**config.mk**
```make
export PLATFORM = sky130hd
export DESIGN_NAME = qddc
export DESIGN_NICKNAME = d
export VERILOG_FILES = /design/src/rtl/qddc.sv
export SDC_FILE = /design/constraint.sdc
export NUM_CORES = 2
export LEC_CHECK = 0
export BUFFER_PORTS_ARGS = -buffer_cell sky130_fd_sc_hd__buf_2
export CORE_UTILIZATION = 55
export CTS_BUF_LIST = sky130_fd_sc_hd__clkbuf_4 sky130_fd_sc_hd__clkbuf_8
export CTS_CLUSTER_DIAMETER = 40
export DETAILED_ROUTE_END_ITERATION = 16
export GPL_TIMING_DRIVEN = 0
export PLACE_DENSITY = 0.82
export SYNTH_ARGS = -nofsm -noshare
export SYNTH_HDL_FRONTEND = slang
export SYNTH_SLANG_ARGS = --single-unit
```
**constraint.sdc**
```tcl
create_clock -name clk -period 15.2 [get_ports clk]
set_input_delay 1.52 -clock clk [delete_from_list [all_inputs] [get_ports clk]]
set_output_delay 1.52 -clock clk [all_outputs]
set_load 0.02 [all_outputs]
```
**src/rtl/qddc.sv**
```systemverilog
// Quadrature digital down-converter: per-rail 4-stage CIC decimator (R=32, M=1)
// taking 14-bit I/Q samples to 16-bit I/Q words with a one-cycle valid strobe.
module qddc #(
  parameter int ISZ   = 14,
  parameter int OSZ   = 16,
  parameter int N     = 4,
  parameter int RLOG2 = 5
) (
  input  logic                  clk,
  input  logic                  reset,
  input  logic signed [ISZ-1:0] in_i,
  input  logic signed [ISZ-1:0] in_q,
  input  logic                  in_valid,
  output logic signed [OSZ-1:0] out_i,
  output logic signed [OSZ-1:0] out_q,
  output logic                  out_valid
);

  localparam int W = ISZ + N * RLOG2;

  logic signed [ISZ-1:0] in_i_q, in_q_q;
  logic                  in_valid_q;
  logic signed [W-1:0]   ext_i, ext_q;

  logic signed [W-1:0]   integ_i_q [N];
  logic signed [W-1:0]   integ_q_q [N];
  logic signed [W-1:0]   comb_i_q  [N];
  logic signed [W-1:0]   comb_q_q  [N];
  logic signed [W-1:0]   dly_i_q   [N];
  logic signed [W-1:0]   dly_q_q   [N];
  logic signed [W-1:0]   comb_in_i [N];
  logic signed [W-1:0]   comb_in_q [N];

  logic [RLOG2-1:0]      cnt_q, cnt_d;
  // stb_q[0] is the decimation strobe; stb_q[k] enables comb k+1, stb_q[N] is out_valid
  logic [N:0]            stb_q, stb_d;

  always_comb begin
    ext_i = {{(W-ISZ){in_i_q[ISZ-1]}}, in_i_q};
    ext_q = {{(W-ISZ){in_q_q[ISZ-1]}}, in_q_q};
    comb_in_i[0] = integ_i_q[N-1];
    comb_in_q[0] = integ_q_q[N-1];
    for (int unsigned k = 1; k < N; k++) begin
      comb_in_i[k] = comb_i_q[k-1];
      comb_in_q[k] = comb_q_q[k-1];
    end
  end

  always_comb begin
    cnt_d = cnt_q;
    if (in_valid_q) cnt_d = cnt_q + 1'b1;
    stb_d = {stb_q[N-1:0], in_valid_q && (cnt_q == '1)};
  end

  always_ff @(posedge clk) begin
    if (reset) begin
      in_i_q     <= '0;
      in_q_q     <= '0;
      in_valid_q <= 1'b0;
      cnt_q      <= '0;
      stb_q      <= '0;
      for (int unsigned k = 0; k < N; k++) begin
        integ_i_q[k] <= '0;
        integ_q_q[k] <= '0;
        comb_i_q[k]  <= '0;
        comb_q_q[k]  <= '0;
        dly_i_q[k]   <= '0;
        dly_q_q[k]   <= '0;
      end
    end else begin
      in_i_q     <= in_i;
      in_q_q     <= in_q;
      in_valid_q <= in_valid;
      cnt_q      <= cnt_d;
      stb_q      <= stb_d;
      // integrators wrap modulo 2^W by design
      if (in_valid_q) begin
        integ_i_q[0] <= integ_i_q[0] + ext_i;
        integ_q_q[0] <= integ_q_q[0] + ext_q;
        for (int unsigned k = 1; k < N; k++) begin
          integ_i_q[k] <= integ_i_q[k] + integ_i_q[k-1];
          integ_q_q[k] <= integ_q_q[k] + integ_q_q[k-1];
        end
      end
      for (int unsigned k = 0; k < N; k++) begin
        if (stb_q[k]) begin
          comb_i_q[k] <= comb_in_i[k] - dly_i_q[k];
          comb_q_q[k] <= comb_in_q[k] - dly_q_q[k];
          dly_i_q[k]  <= comb_in_i[k];
          dly_q_q[k]  <= comb_in_q[k];
        end
      end
    end
  end

  always_comb begin
    out_i     = comb_i_q[N-1][W-1 -: OSZ];
    out_q     = comb_q_q[N-1][W-1 -: OSZ];
    out_valid = stb_q[N];
  end

endmodule

```
After elaboration in Yosys (flattened, before gate mapping):

Memory sizes are Yosys's and may differ from the RTL's.
Index checks and enable logic that the tools add are counted.

* equal/unequal tests: 1
* reductions and logical operators: 1
* multiplexer cells: 41
* add/sub/neg operators: 17
* bitwise gates (word level): 24

Operators by type and width (number)
* $mux 34: 24
* $sub 34x34->34: 8
* $add 34x34->34: 6
* $add 34x14->34: 2
* $or 1x1->1: 24
* $mux 1: 17
* $add 5x1->5 const B: 1
* $eq 5x5->1 const B: 1
* $logic_and 1x1->1: 1

* bits of input ports: 31
* RAM bits: 816
* memories: 6
* logic and storage cells: 95
* output and inout port bits: 33
* flip-flop bits (word level): 39

Memories
* comb_i_q: words 4, width 34, read ports 4, clocked after Yosys merged registers in 0, wr ports 4, line 27 `logic signed [W-1:0] comb_i_q [N];`
* comb_q_q: words 4, width 34, read ports 4, clocked after Yosys merged registers in 0, wr ports 4, line 28 `logic signed [W-1:0] comb_q_q [N];`
* dly_i_q: words 4, width 34, read ports 4, clocked after Yosys merged registers in 0, wr ports 4, line 29 `logic signed [W-1:0] dly_i_q [N];`
* dly_q_q: words 4, width 34, read ports 4, clocked after Yosys merged registers in 0, wr ports 4, line 30 `logic signed [W-1:0] dly_q_q [N];`
* integ_i_q: words 4, width 34, read ports 4, clocked after Yosys merged registers in 0, wr ports 4, line 25 `logic signed [W-1:0] integ_i_q [N];`
* integ_q_q: words 4, width 34, read ports 4, clocked after Yosys merged registers in 0, wr ports 4, line 26 `logic signed [W-1:0] integ_q_q [N];`

Logic depth before layout (Yosys ltp):

* depth in word-level cells: 4
* depth in mapped cells: 13
* mapped depth without buffers: 13

Worst setup path after synthesis:

Ideal clock, no wire load.

* kind: input port to flip-flop
* start: in reset
* end: mem integ_i_q[0][0] (netlist bit) (enable)
* required time: 14679 ps
* buffers on the path: 2
* slack: 9388 ps
* arrival: 5291 ps
* stages: 3
* setup time: 521 ps
* cell sequence: clkbuf_1 clkbuf_1 or2_2

RTL lines
* start: declaration: line 10 `input logic reset,`
* end: declaration: line 25

==> results.sh <==
export IMPL_cts_sinks=819
export IMPL_hp_class="flop to flop"
export IMPL_hold_path_end="cnt_q[4]"
export IMPL_htreeDepth=4
export IMPL_syn_area_sq_um=56300
export IMPL_finalMaxSlewViolations=0
export IMPL_ys_top_cells_by_area="edfxtp_1 42%, ha_1 12%, a21o_1 4.2%"
export IMPL_grt_max_degree=73
export IMPL_ys_ff_latch=819
export IMPL_clock_latency_ps=830
export IMPL_rows=116
export IMPL_p_leak_nw=26.7
export IMPL_port_buffers=62
export IMPL_power_frac_seq=0.438
export IMPL_cts_setup_buffers=0
export IMPL_layout_area_overhead_vs_synth_pct=9.80
export IMPL_cts_resized=0
export IMPL_overflow=0
export IMPL_die_x_microns=322
export IMPL_p_clk_frac=0.372
export IMPL_core_area_sq_um=101000
export IMPL_ioPinCount=64
export IMPL_cp_arrival_ps=4550
export IMPL_grt_use_total=0.225
export IMPL_netlist_instances=5748
export IMPL_synth_top_area_share=0.416
export IMPL_p_int_w=0.00438
export IMPL_initial_utilization=0.559
export IMPL_grt_pass1_wl_mm=193
export IMPL_seq_area_frac_synth=0.430
export IMPL_p_per_area_nw_per_um2=98.6
export IMPL_critical_path_class="input pin to flop"
export IMPL_fin_skew_ps=38.4
export IMPL_finish_utilization=0.613
export IMPL_r2r_end="integ_q_q[0][32]"
export IMPL_drive_gt1_frac=0.0606
export IMPL_worst_slew_pin_transition_ps=1340
export IMPL_cts_hold_buf=0
export IMPL_hpwlAfterDp_mm=89.6
export IMPL_route_detailed_drc=0
export IMPL_reg2reg_depth=11
export IMPL_gp_congestion=0.885
export IMPL_setup_violations=0
export IMPL_grt_antenna_before_repair=1
export IMPL_die_h_microns=322
export IMPL_setup_tns_ps=0
export IMPL_yosysUniqueCellTypes=83
export IMPL_rsz0062_at_grt="false"
export IMPL_vdd_ir_drop_max_mv=0.0873
export IMPL_p_comb_frac=0.191
export IMPL_cp_start_kind="input pin"
export IMPL_relSlewSlack=0.105
export IMPL_post_synth_cell_area_avg_sq_um=9.79
export IMPL_layout_nets=6541
export IMPL_switching_power_w=0.00171
export IMPL_reg2reg_from="in_q_q[13]"
export IMPL_ys_warn_count=0
export IMPL_vias=42300
export IMPL_dpl_cell_count=7175
export IMPL_period_minus_slack_ps=4040
export IMPL_clock_path_buffers=3
export IMPL_synth_edff_count=780
export IMPL_fmax_mhz=248
export IMPL_sw_frac_of_total=0.281
export IMPL_clk_pin_slew_ps=60
export IMPL_wl_mm=117
export IMPL_final_antenna_net_count=0
export IMPL_cts_made_buffers=148
export IMPL_cts_root_buf="clkbuf_8"
export IMPL_fill_cells=8248
export IMPL_yosysTopAreaCell="edfxtp_1"
export IMPL_worstHoldStart="cnt_q[4]"
export IMPL_cts_tree="built"
export IMPL_synth_nets=6321
export IMPL_grt_pass1_vias=40300
export IMPL_finalCritPeriodShare=0.266
export IMPL_finalPower_w=0.00609
export IMPL_cp_required_ps=15710
export IMPL_whs_path_depth=2
export IMPL_final_cells=7444
export IMPL_firstDrtPassIters=6
export IMPL_viasPerCell=5.68
export IMPL_synth_flop_cell="edfxtp_1"
export IMPL_wl_per_cell_microns=15.7
export IMPL_critPathCaptureType="flop"
export IMPL_critPathMaxFanout=10
export IMPL_synth_async_reset_ratio=0
export IMPL_cap_violations=0
export IMPL_drt_initial_drc_count=2619
export IMPL_outcome="completed"
export IMPL_finalHoldViolCount=0
export IMPL_r2r_slack_ps=11360
export IMPL_dieArea_sq_um=104000
## power groups by stage
stage | logic, W | clock network, W | registers, W
finish | 0.00116 | 0.00226 | 0.00266
global route | 0.00130 | 0.00240 | 0.00268
CTS | 0.00115 | 0.00231 | 0.00266
detailed placement | 0.00114 | 0 | 0.00271
global placement | 0.00110 | 0 | 0.00271
floorplan | 0.000921 | 0 | 0.00268
## cells by family after synthesis
logic type | share of synthesized area
adder cells (fa/ha/maj) | 0.122
XOR/XNOR | 0.0598
AND/OR/NAND/NOR | 0.164
multiplexers | 0.00729
flip-flops | 0.430
AO/OA/AOI/OAI | 0.178
buffers and inverters | 0.0392
## sequential cells by signal (all words and copies together), names as in the netlist, 5 cells and up
name and flops:
in_q_q 14, dly_i_q 136, cnt_q 5, in_i_q 14, comb_q_q 118, integ_q_q 136
comb_i_q 118, integ_i_q 136, dly_q_q 136, stb_q 5
## cells in the mapped netlist, types with 28 or more instances
library cell and instances:
xor2_1 183, ha_1 528, nand4_1 85, o21ai_0 242, a211oi_1 53, o211ai_1 28
nand3_1 105, nor2_1 581, and3_1 67, a21oi_1 446, clkbuf_1 183, nand2b_1 91
edfxtp_1 780, nand2_1 294, o21bai_1 60, xnor2_1 201, and2_1 315, a21o_1 315
dfxtp_1 39, mux2i_1 41, inv_1 392, a31oi_1 75, o21a_1 54, nor3_1 97
nor2b_1 86
## metal layers
metal | vias to the layer above | track usage | routed length, microns
met1 | 19500 | 0.286 | 51700
met5 | - | 0 | 0
met2 | 1134 | 0.385 | 55900
li1 | 21400 | - | -
met4 | 0 | 0.0945 | 4000
met3 | 238 | 0.0298 | 5650
## worst max path at each step
| stage | startpoint | endpoint | slack [ps] | cells after the start |
|---|---|---|---|---|
| 6_report | reset | integ_q_q[3][31] | 11160 | 6 |
| 5_1_grt | in_q_q[13] | integ_q_q[0][32] | 11070 | 11 |
| 4_1_cts | reset | integ_q_q[3][31] | 11250 | 6 |
| 3_5_place_dp | reset | integ_i_q[3][25] | 10400 | 6 |
| 3_3_place_gp | reset | integ_q_q[0][5] | 7550 | 3 |
| 2_1_floorplan | reset | integ_i_q[0][0] | 9390 | 3 |
## per-stage QoR
| stage | area, sq um | setup slack [ps] | hold slack [ps] |
|---|---|---|---|
| final | 61800 | 11160 | 543 |
| after global routing | 61800 | 11070 | 565 |
| after CTS | 61800 | 11250 | 540 |
| after detailed placement | 58500 | 10400 | 497 |
| after global placement | 58300 | 7550 | 483 |
| after floorplan | 56300 | 9390 | 467 |
## layout by cell type, fill, tap and decap left out, types with 105 or more instances in the layout
cell type / netlist / final
clkbuf_1: 183 / 183
nor2_1: 581 / 581
xnor2_1: 201 / 201
ha_1: 528 / 528
a21o_1: 315 / 315
nand3_1: 105 / 105
inv_1: 392 / 392
edfxtp_1: 780 / 780
o21ai_0: 242 / 242
nand2_1: 294 / 294
clkbuf_8: 0 / 153
xor2_1: 183 / 183
and2_1: 315 / 315
a21oi_1: 446 / 446
## area by class of cell
| class | count | area (sq um) | area share |
|---|---|---|---|
| diodes | 2 | 5.00 | 0.0000810 |
| plain buffers | 195 | 733 | 0.0119 |
| clock buffers | 191 | 2390 | 0.0387 |
| clock inverters | 76 | 877 | 0.0142 |
| inverters | 393 | 1480 | 0.0239 |
| multi-input cells | 4341 | 29900 | 0.483 |
| flip-flops and latches | 819 | 24200 | 0.392 |
| well taps | 1357 | 1700 | 0.0275 |
| repair buffers | 70 | 531 | 0.00859 |
## worst max-delay path, stage by stage
cell	delay (ps)
clkbuf_1	600
nand2b_1	200
clkbuf_1	550
clkbuf_1	590
clkbuf_1	910
nor2_1	140
(Power assumes the default switching activity.)
